$ cat config.mk
export PLATFORM = sky130hd
export DESIGN_NAME = execute_stage_pipe
export DESIGN_NICKNAME = d
export VERILOG_FILES = /design/src/rtl/exec_pkg.sv /design/src/rtl/exec_alu.sv /design/src/rtl/execute_stage_pipe.sv
export SDC_FILE = /design/constraint.sdc
export NUM_CORES = 2
export LEC_CHECK = 0
export ABC_AREA = 1
export CORE_AREA = 4 4 358 360
export CTS_BUF_LIST = sky130_fd_sc_hd__clkbuf_2 sky130_fd_sc_hd__clkbuf_4 sky130_fd_sc_hd__clkbuf_8
export CTS_CLUSTER_SIZE = 14
export DETAILED_ROUTE_END_ITERATION = 6
export DIE_AREA = 0 0 362 364
export PLACE_DENSITY = 0.75
export SYNTH_ARGS = -nofsm -noshare
export SYNTH_HDL_FRONTEND = slang
export SYNTH_SLANG_ARGS = --single-unit
$ cat constraint.sdc
create_clock -name i_clk -period 2.2 [get_ports i_clk]
set_input_delay 0.55 -clock i_clk [delete_from_list [all_inputs] [get_ports i_clk]]
set_output_delay 0.55 -clock i_clk [all_outputs]
set_load 0.02 [all_outputs]
$ cat src/rtl/exec_pkg.sv
// Shared types and encodings for the execute stage: ALU operation classes,
// ALU controls, funct3/opcode constants and the multiplier FSM states.
package exec_pkg;

    typedef enum logic [1:0] {
        ALU_OP_ADD   = 2'b00,
        ALU_OP_BR    = 2'b01,
        ALU_OP_FUNCT = 2'b10
    } alu_op_e;

    typedef enum logic [3:0] {
        ALU_ADD,
        ALU_SUB,
        ALU_SLL,
        ALU_SLT,
        ALU_SLTU,
        ALU_XOR,
        ALU_SRL,
        ALU_SRA,
        ALU_OR,
        ALU_AND
    } alu_ctrl_e;

    localparam logic [2:0] F3_ADD  = 3'b000;
    localparam logic [2:0] F3_SLL  = 3'b001;
    localparam logic [2:0] F3_SLT  = 3'b010;
    localparam logic [2:0] F3_SLTU = 3'b011;
    localparam logic [2:0] F3_XOR  = 3'b100;
    localparam logic [2:0] F3_SR   = 3'b101;
    localparam logic [2:0] F3_OR   = 3'b110;
    localparam logic [2:0] F3_AND  = 3'b111;

    localparam logic [2:0] F3_BEQ  = 3'b000;
    localparam logic [2:0] F3_BNE  = 3'b001;
    localparam logic [2:0] F3_BLT  = 3'b100;
    localparam logic [2:0] F3_BGE  = 3'b101;
    localparam logic [2:0] F3_BLTU = 3'b110;
    localparam logic [2:0] F3_BGEU = 3'b111;

    localparam logic [6:0] OPCODE_OP     = 7'b0110011;
    localparam logic [6:0] FUNCT7_MULDIV = 7'b0000001;

    typedef enum logic [1:0] {
        MS_IDLE,
        MS_MUL,
        MS_DONE
    } mul_state_e;

endpackage

$ cat src/rtl/exec_alu.sv
// Combinational integer ALU; also reports the equal / signed-less /
// unsigned-less flags used to resolve branches.
module exec_alu
    import exec_pkg::*;
#(
    parameter int XLEN = 64
) (
    input  alu_ctrl_e         ctrl,
    input  logic [XLEN-1:0]   op_a,
    input  logic [XLEN-1:0]   op_b,
    output logic [XLEN-1:0]   result,
    output logic              eq,
    output logic              lt,
    output logic              ltu
);

    localparam int SHW = $clog2(XLEN);

    logic [SHW-1:0] shamt;

    assign shamt = op_b[SHW-1:0];
    assign eq    = (op_a == op_b);
    assign lt    = ($signed(op_a) < $signed(op_b));
    assign ltu   = (op_a < op_b);

    always_comb begin
        result = '0;
        case (ctrl)
            ALU_ADD:  result = op_a + op_b;
            ALU_SUB:  result = op_a - op_b;
            ALU_SLL:  result = op_a << shamt;
            ALU_SLT:  result = {{(XLEN-1){1'b0}}, lt};
            ALU_SLTU: result = {{(XLEN-1){1'b0}}, ltu};
            ALU_XOR:  result = op_a ^ op_b;
            ALU_SRL:  result = op_a >> shamt;
            ALU_SRA:  result = $unsigned($signed(op_a) >>> shamt);
            ALU_OR:   result = op_a | op_b;
            ALU_AND:  result = op_a & op_b;
            default:  result = '0;
        endcase
    end

endmodule

$ cat src/rtl/execute_stage_pipe.sv
// Execute stage with valid/ready handshake on both sides, flush, branch
// resolution and an optional XLEN-cycle shift-add multiplier.
module execute_stage_pipe
    import exec_pkg::*;
#(
    parameter int XLEN   = 64,
    parameter bit MUL_EN = 1'b1
) (
    input  logic              i_clk,
    input  logic              i_rst_n,
    input  logic              i_valid,
    output logic              o_ready,
    input  logic [31:0]       i_instruction,
    input  logic [XLEN-1:0]   i_pc,
    input  logic [XLEN-1:0]   i_immediate,
    input  logic [XLEN-1:0]   i_rs1_value,
    input  logic [XLEN-1:0]   i_rs2_value,
    input  logic [1:0]        i_alu_op,
    input  logic              i_alu_src,
    input  logic              i_branch,
    input  logic              i_mem_write,
    input  logic              i_mem_read,
    input  logic              i_mem_to_reg,
    input  logic              i_reg_write,
    input  logic              i_flush,
    output logic              o_valid,
    input  logic              i_ready,
    output logic [31:0]       o_instruction,
    output logic [XLEN-1:0]   o_pc,
    output logic [XLEN-1:0]   o_rs2_value,
    output logic [XLEN-1:0]   o_alu_result,
    output logic              o_branch_taken,
    output logic [XLEN-1:0]   o_jmp_addr,
    output logic              o_mem_write,
    output logic              o_mem_read,
    output logic              o_mem_to_reg,
    output logic              o_reg_write
);

    localparam int CW = $clog2(XLEN);
    localparam logic [CW-1:0] COUNT_INIT = CW'(XLEN - 1);

    mul_state_e       state, next_state;
    alu_ctrl_e        alu_ctrl;
    logic [2:0]       funct3;
    logic [XLEN-1:0]  op_b, alu_result, jmp_addr;
    logic             flag_eq, flag_lt, flag_ltu, branch_cond, taken;
    logic             is_mul, accept, slot_free, direct_load, done_load;

    logic [CW-1:0]    mul_count;
    logic [XLEN-1:0]  mcand, mplier, acc;
    logic [31:0]      pend_instruction;
    logic [XLEN-1:0]  pend_pc, pend_rs2, pend_jmp;
    logic [3:0]       pend_ctrl;
    logic             pend_taken;

    assign funct3      = i_instruction[14:12];
    assign op_b        = i_alu_src ? i_immediate : i_rs2_value;
    assign jmp_addr    = i_pc + i_immediate;
    assign is_mul      = MUL_EN && (i_alu_op == ALU_OP_FUNCT) &&
                         (i_instruction[6:0] == OPCODE_OP) &&
                         (i_instruction[31:25] == FUNCT7_MULDIV);
    assign slot_free   = !o_valid || i_ready;
    assign o_ready     = (state == MS_IDLE) && slot_free;
    assign accept      = i_valid && o_ready && !i_flush;
    assign direct_load = accept && !is_mul;
    assign done_load   = (state == MS_DONE) && slot_free && !i_flush;
    assign taken       = i_branch && branch_cond;

    always_comb begin
        alu_ctrl = ALU_ADD;
        case (i_alu_op)
            ALU_OP_ADD: alu_ctrl = ALU_ADD;
            ALU_OP_BR:  alu_ctrl = ALU_SUB;
            ALU_OP_FUNCT: begin
                case (funct3)
                    // Immediate forms reuse bit 30 as immediate data, so only R-type subtracts
                    F3_ADD:  alu_ctrl = (!i_alu_src && i_instruction[30]) ? ALU_SUB : ALU_ADD;
                    F3_SLL:  alu_ctrl = ALU_SLL;
                    F3_SLT:  alu_ctrl = ALU_SLT;
                    F3_SLTU: alu_ctrl = ALU_SLTU;
                    F3_XOR:  alu_ctrl = ALU_XOR;
                    F3_SR:   alu_ctrl = i_instruction[30] ? ALU_SRA : ALU_SRL;
                    F3_OR:   alu_ctrl = ALU_OR;
                    F3_AND:  alu_ctrl = ALU_AND;
                    default: alu_ctrl = ALU_ADD;
                endcase
            end
            default: alu_ctrl = ALU_ADD;
        endcase
    end

    always_comb begin
        branch_cond = 1'b0;
        case (funct3)
            F3_BEQ:  branch_cond = flag_eq;
            F3_BNE:  branch_cond = !flag_eq;
            F3_BLT:  branch_cond = flag_lt;
            F3_BGE:  branch_cond = !flag_lt;
            F3_BLTU: branch_cond = flag_ltu;
            F3_BGEU: branch_cond = !flag_ltu;
            default: branch_cond = 1'b0;
        endcase
    end

    exec_alu #(.XLEN(XLEN)) u_alu (
        .ctrl   (alu_ctrl),
        .op_a   (i_rs1_value),
        .op_b   (op_b),
        .result (alu_result),
        .eq     (flag_eq),
        .lt     (flag_lt),
        .ltu    (flag_ltu)
    );

    always_ff @(posedge i_clk or negedge i_rst_n) begin
        if (!i_rst_n) state <= MS_IDLE;
        else          state <= next_state;
    end

    always_comb begin
        next_state = state;
        if (i_flush) begin
            next_state = MS_IDLE;
        end else begin
            case (state)
                MS_IDLE: if (accept && is_mul) next_state = MS_MUL;
                MS_MUL:  if (mul_count == '0) next_state = MS_DONE;
                MS_DONE: if (slot_free) next_state = MS_IDLE;
                default: next_state = MS_IDLE;
            endcase
        end
    end

    // Multiplier operands and the sideband of the instruction being multiplied
    always_ff @(posedge i_clk or negedge i_rst_n) begin
        if (!i_rst_n) begin
            mul_count        <= '0;
            mcand            <= '0;
            mplier           <= '0;
            acc              <= '0;
            pend_instruction <= '0;
            pend_pc          <= '0;
            pend_rs2         <= '0;
            pend_jmp         <= '0;
            pend_ctrl        <= '0;
            pend_taken       <= 1'b0;
        end else if (accept && is_mul) begin
            mul_count        <= COUNT_INIT;
            mcand            <= i_rs1_value;
            mplier           <= op_b;
            acc              <= '0;
            pend_instruction <= i_instruction;
            pend_pc          <= i_pc;
            pend_rs2         <= i_rs2_value;
            pend_jmp         <= jmp_addr;
            pend_ctrl        <= {i_mem_write, i_mem_read, i_mem_to_reg, i_reg_write};
            pend_taken       <= taken;
        end else if (state == MS_MUL) begin
            if (mplier[0]) acc <= acc + mcand;
            mcand     <= mcand << 1;
            mplier    <= mplier >> 1;
            mul_count <= mul_count - 1'b1;
        end
    end

    always_ff @(posedge i_clk or negedge i_rst_n) begin
        if (!i_rst_n) begin
            o_valid        <= 1'b0;
            o_instruction  <= '0;
            o_pc           <= '0;
            o_rs2_value    <= '0;
            o_alu_result   <= '0;
            o_branch_taken <= 1'b0;
            o_jmp_addr     <= '0;
            o_mem_write    <= 1'b0;
            o_mem_read     <= 1'b0;
            o_mem_to_reg   <= 1'b0;
            o_reg_write    <= 1'b0;
        end else if (direct_load) begin
            o_valid        <= 1'b1;
            o_instruction  <= i_instruction;
            o_pc           <= i_pc;
            o_rs2_value    <= i_rs2_value;
            o_alu_result   <= alu_result;
            o_branch_taken <= taken;
            o_jmp_addr     <= jmp_addr;
            o_mem_write    <= i_mem_write;
            o_mem_read     <= i_mem_read;
            o_mem_to_reg   <= i_mem_to_reg;
            o_reg_write    <= i_reg_write;
        end else if (done_load) begin
            o_valid        <= 1'b1;
            o_instruction  <= pend_instruction;
            o_pc           <= pend_pc;
            o_rs2_value    <= pend_rs2;
            o_alu_result   <= acc;
            o_branch_taken <= pend_taken;
            o_jmp_addr     <= pend_jmp;
            {o_mem_write, o_mem_read, o_mem_to_reg, o_reg_write} <= pend_ctrl;
        end else if (i_flush || i_ready) begin
            // Control bits drop together with o_valid so nothing downstream acts on a stale slot
            o_valid        <= 1'b0;
            o_branch_taken <= 1'b0;
            o_mem_write    <= 1'b0;
            o_mem_read     <= 1'b0;
            o_mem_to_reg   <= 1'b0;
            o_reg_write    <= 1'b0;
        end
    end

endmodule

==> run metrics, run 1 <==
outcome aborted with a tool error; Stopped at global routing (5_1_grt); first logged error message [ERROR GRT-0232] Routing congestion too high. Check the congestion heatmap in the GUI.; number of placed I/O pins just under 600; overall overflow remaining after global route around 130; clock buffer count from CTS about 130; Synth area leader dfrtp_1; die outline height 364 um; pin count of the biggest net entering global routing around 110; dpl hpwl roughly 330000 um; WEP type register data pin; Clock Path Buffers 3; count of warnings emitted by yosys 0; effective utilization at floorplan between 40% and 50%; CTS HTree Levels 4; count of port buffers added during placement 595; post-synthesis cell area just over 60000 um^2; Global Route Usage Sum about three quarters; die boundary width between 300 and 400 um; routability congestion estimate around 1.3; Mapped Nets ~11k; number of library cell types mapped by synthesis 57; cell types with the highest counts after synthesis nand2_1, nand3_1, inv_1; dominant cells by area after synthesis dfrtp_1, nand2_1, nand3_1, inv_1, ha_1; number of enable-type register cells in the synthesized netlist 0; Post-synth ARST share 100%; std cell rows 130; cell at the root of the clock tree clkbuf_8; most frequent cell after synthesis nand2_1; number of standard cells after synthesis between 9k and 10k; worst-path endpoint after global-route repair_timing o_alu_result[60]$_DFFE_PN0P_/D; Sink Count ~720; sequential cell area fraction in the yosys report approximately 29%; post-synthesis register bit count 723; average footprint of a synthesized cell 6.27 um^2; post-synth top area share between 20% and 30%; Post-synth top flop dfrtp_1
routing by layer:
layer / GRT overflow / global-route usage, %
met1: 1 / 79.8
met2: 70 / 89.2
met3: 5 / 60.2
met4: 57 / 68.3
met5: 0 / 27.9
logic make-up after synthesis:
kind of cell / count (synthesis) / share of synthesized area [%]
simple gates: 5435 / 36.7
compound gates: 1770 / 16.6
buf+inv: 1622 / 10.3
fa+ha+maj: 332 / 6.72
flops: 723 / 29.0
xor+xnor: 49 / 0.689
per-stage QoR:
stage	setup slack (ns)	instances	area (um^2)
3_5_place_dp	-2.09	14081	88600
2_1_floorplan	-0.832	9931	64000
4_1_cts	-0.460	14418	96300
3_3_place_gp	-2.11	14081	88600
what timing repair did:
action / in CTS
hold buffers: 1
gates resized for setup: 1162
buffers inserted: 107
gates cloned: 3
hold endpoints to repair: 411
pin swaps: 237
endpoints found under the setup margin: 997
==> inputs of run 2 (changes only) <==
- CORE_AREA: 4 4 358 360 -> 4 4 427 429
- CTS_BUF_LIST: sky130_fd_sc_hd__clkbuf_2 sky130_fd_sc_hd__clkbuf_4 sky130_fd_sc_hd__clkbuf_8 -> default
- CTS_CLUSTER_SIZE: 14 -> default
- DIE_AREA: 0 0 362 364 -> 0 0 431 433
- PLACE_DENSITY: 0.75 -> default
- PLACE_DENSITY_LB_ADDON: default -> 0.15
- clock period: 2.2 -> 2.9 ns (I/O delays scaled with it)
==> run 2 against run 1 <==
Compared with the run above: the flow now finishes, with violations (DRC, setup timing); synthesized cell count stayed put; synthesized area stayed put.
==> run metrics, run 2 <==
Relative slew margins between 40 and 50%; post-detailed-route count of antenna-violating nets 0; Global Route Usage Sum between 40 and 50%; Reg area approximately 18000 um^2; Internal Power around 26000 uW; Pwr Density 438 nW/um^2; detailed-route DRC error count 2; critical path launch point type input pin; failing checks DRC, setup timing; worst-case reg-to-reg path depth 14; leakage dissipation a little under 0.05 uW; Fmax achieved approximately 0.3 GHz; dominant cells by area after synthesis dfrtp_1, nand2_1, nand3_1, inv_1, ha_1; Sequential Power Share between 20% and 30%; sequential cell area fraction in the yosys report 29.0% (unchanged); cell at the root of the clock tree clkbuf_16; share of the clock period used by the worst path after layout 114%; dominant combinational cell family by area after synthesis simple AND/OR/NAND/NOR gates; vias per cell 5.68; area added between synthesis and finish 58.2%; Final Hold Violating Endpoints 0; clock skew after layout about 0.034 ns; most frequent cell after synthesis nand2_1; Sink Count 723 (unchanged); first drt pass iteration count 7; RSZ-0062 raised after global routing yes; Setup violations, final 59; Routed wire per std cell a little under 30 um; required time of the worst setup path about 3.5 ns; hold wc startpoint i_pc[29]; clock-pin slew of the registers on the worst-case setup and hold paths about 0.06 ns; Synth area leader dfrtp_1; Core Area 178000 um^2; # placed instances 14.7k (+4.6%); count of warnings emitted by yosys 0 (unchanged); average footprint of a synthesized cell 6.27 um^2 (unchanged); fraction of power consumed by the clock network between 20 and 30%; Mapped Nets 10.6k (unchanged); number of placed I/O pins 596 (unchanged); Post-synth top flop dfrtp_1; combinational group share of total power 45.5%; global-route wire length before repair ~600000 um; std cell rows 155 (+19%); later-pin clock latency in the skew report between 0.7 and 0.8 ns; Post-Route WL roughly 440000 um; Net Sw Power about 17000 uW; maximum vdd ir drop just over 0.0005 V; Tightest Hold Check Type in -> reg; violation count after the first detailed-routing iteration ~11k; number of library cell types mapped by synthesis 57 (unchanged); total via count in the routed design between 80k and 90k; arrival time of the worst setup path about 4 ns; Worst R2R End acc[58]; Max Slew Vio Count 0; simple-gate portion of the synthesized area 36.7% (unchanged); effective utilization at floorplan 34.9% (-15 points); Total Nets Final 13.2k; cell types with the highest counts after synthesis nand2_1, nand3_1, inv_1; post-synth top area share 29.0% (unchanged); Finished Layout Cells 15.1k; crit path capture type flop; dpl hpwl 360000 um (+9.9%); final critical path time including I/O delays and setup approximately 3.3 ns; most used cells in the layout excluding fill and tap cells nand2_1, buf_4, nand3_1; die outline height 433 um (+19%); overall overflow remaining after global route 0; share of final-layout standard cells stronger than drive strength 1 29.9%; clock buffer count from CTS 90 (-31%); compound-cell area share of the yosys netlist 16.6% (unchanged); Clock Path Buffers 3 (unchanged); number of enable-type register cells in the synthesized netlist 0 (unchanged); accumulated negative setup slack -11.67 ns; CTS tree yes; most frequent standard cell in the layout excluding fill and tap cells nand2_1; number of standard cells after synthesis 9931 (unchanged); post-synthesis cell area 62300 um^2 (unchanged); slew of the pin with the lowest slew margin just over 0.8 ns; setup slack after layout -0.405 ns; R2R setup slack ~0.070 ns; count of port buffers added during placement 595 (unchanged); synthesized-area fraction occupied by adder cells 6.72% (unchanged); Cells on Worst Hold Path 3; maximum fanout count along the critical path 35; post-synthesis register bit count 723 (unchanged); kind of critical path in -> reg; fill cell total of the finished layout roughly 18k; fraction of synthesized cell area in xor and xnor cells 0.689% (unchanged); outcome finished with violations; die boundary width 431 um (+19%); vias in the first global route roughly 80k; area taken by multi-input logic gates around 43000 um^2; CTS HTree Levels 3 (-1); pin count of the biggest net entering global routing between 100 and 150; R2R Path Start mcand[12]; sink of the worst hold path pend_pc[29]; antenna violations before repair 40; Post-synth ARST share 100% (unchanged); number of max-cap violations 0; switching part of the total power around 40%; routability congestion estimate 1.17 (-11%); floorplan die area approximately 190000 um^2; proportion of synthesized area in mux cells 0% (unchanged)
run 2: cell counts after synthesis:
Identical to the previous run, type by type.
run 2: area by class of cell:
| class | instances | share of cell area (%) |
|---|---|---|
| clock buffer | 123 | 2.61 |
| multi-input combinational | 7586 | 43.9 |
| sequential | 723 | 18.4 |
| clock inverter | 40 | 0.508 |
| antenna | 25 | 0.0635 |
| inverter | 1151 | 4.51 |
| tap | 2355 | 2.99 |
| timing repair buffer | 3050 | 27.0 |
run 2: cells by family after synthesis:
| family | count (synthesis) |
|---|---|
| and+or+nand+nor | 5435 |
| AOI/OAI and AO/OA | 1770 |
| buffers and inverters | 1622 |
| DFF | 723 |
| adders and majority gates | 332 |
| xor gates and xnor gates | 49 |
run 2: power groups by stage:
stage	registers, uW	clock network (uW)	logic, uW
final	11500	12000	19600
after global placement	11600	0	17300
after floorplan	12300	0	6090
after detailed placement	11600	0	17300
after global routing	11500	12500	20300
after CTS	11400	12100	18500
run 2: worst max path at each step:
| stage | startpoint | end | slack [ns] | cells after the start |
|---|---|---|---|---|
| after floorplan | i_alu_src | o_alu_result[0] | -0.32 | 26 |
| after global placement | i_rs1_value[24] | o_alu_result[35] | -1.93 | 17 |
| after detailed placement | i_rs1_value[24] | o_alu_result[35] | -1.88 | 17 |
| after CTS | i_immediate[62] | pend_taken | -0.15 | 20 |
| after global routing | i_alu_src | pend_taken | -0.50 | 24 |
| final | i_alu_src | o_alu_result[42] | -0.41 | 21 |
run 2: through the flow:
step	worst slack [ns]	utilization, %	total power (uW)	hold slack, ns	cell area, um^2
after floorplan	-0.316	-	18400	0.423	63400
after global placement	-1.93	49.9	28900	0.438	88900
after detailed placement	-1.88	49.9	28900	0.441	88900
after CTS	-0.151	54.2	42100	0.349	96500
after global routing	-0.501	55.3	44400	0.372	98500
final	-0.405	55.3	43100	0.368	98500
run 2: what timing repair did:
action | in CTS | in global routing
hold buffers | 1 | 0
endpoints found under the hold margin | 9 | 0
cloned | 4 | 2
buffers inserted | 84 | 47
setup endpoints to repair | 320 | 239
pin swaps | 196 | 102
resized for setup | 1019 | 432
run 2: worst max-delay path, stage by stage:
cell and delay, ns:
buf_16 0.13, clkinv_16 0.11, buf_4 0.19, or2_2 0.27, o21ai_1 0.09, buf_4 0.18, ha_4 0.17, inv_1 0.09
a21oi_4 0.17, o21ai_2 0.11, nand2_1 0.07, nand2_1 0.10, nand2_2 0.12, nand2_1 0.06, nand2_1 0.10, buf_6 0.17
nand4_1 0.46, nand3_1 0.29, nand2_1 0.07, o21ai_1 0.13, nand2_1 0.08
run 2: routing by layer:
layer  up-vias  track usage (%)  part of all wire (%)
met2      5200             61.3                    39
met4        20             27.5                   7.6
li1      38094                -                     -
met5         -            0.807                  0.12
met3      1055             14.2                    12
met1     41072             60.8                    41
(Power assumes the default switching activity.)
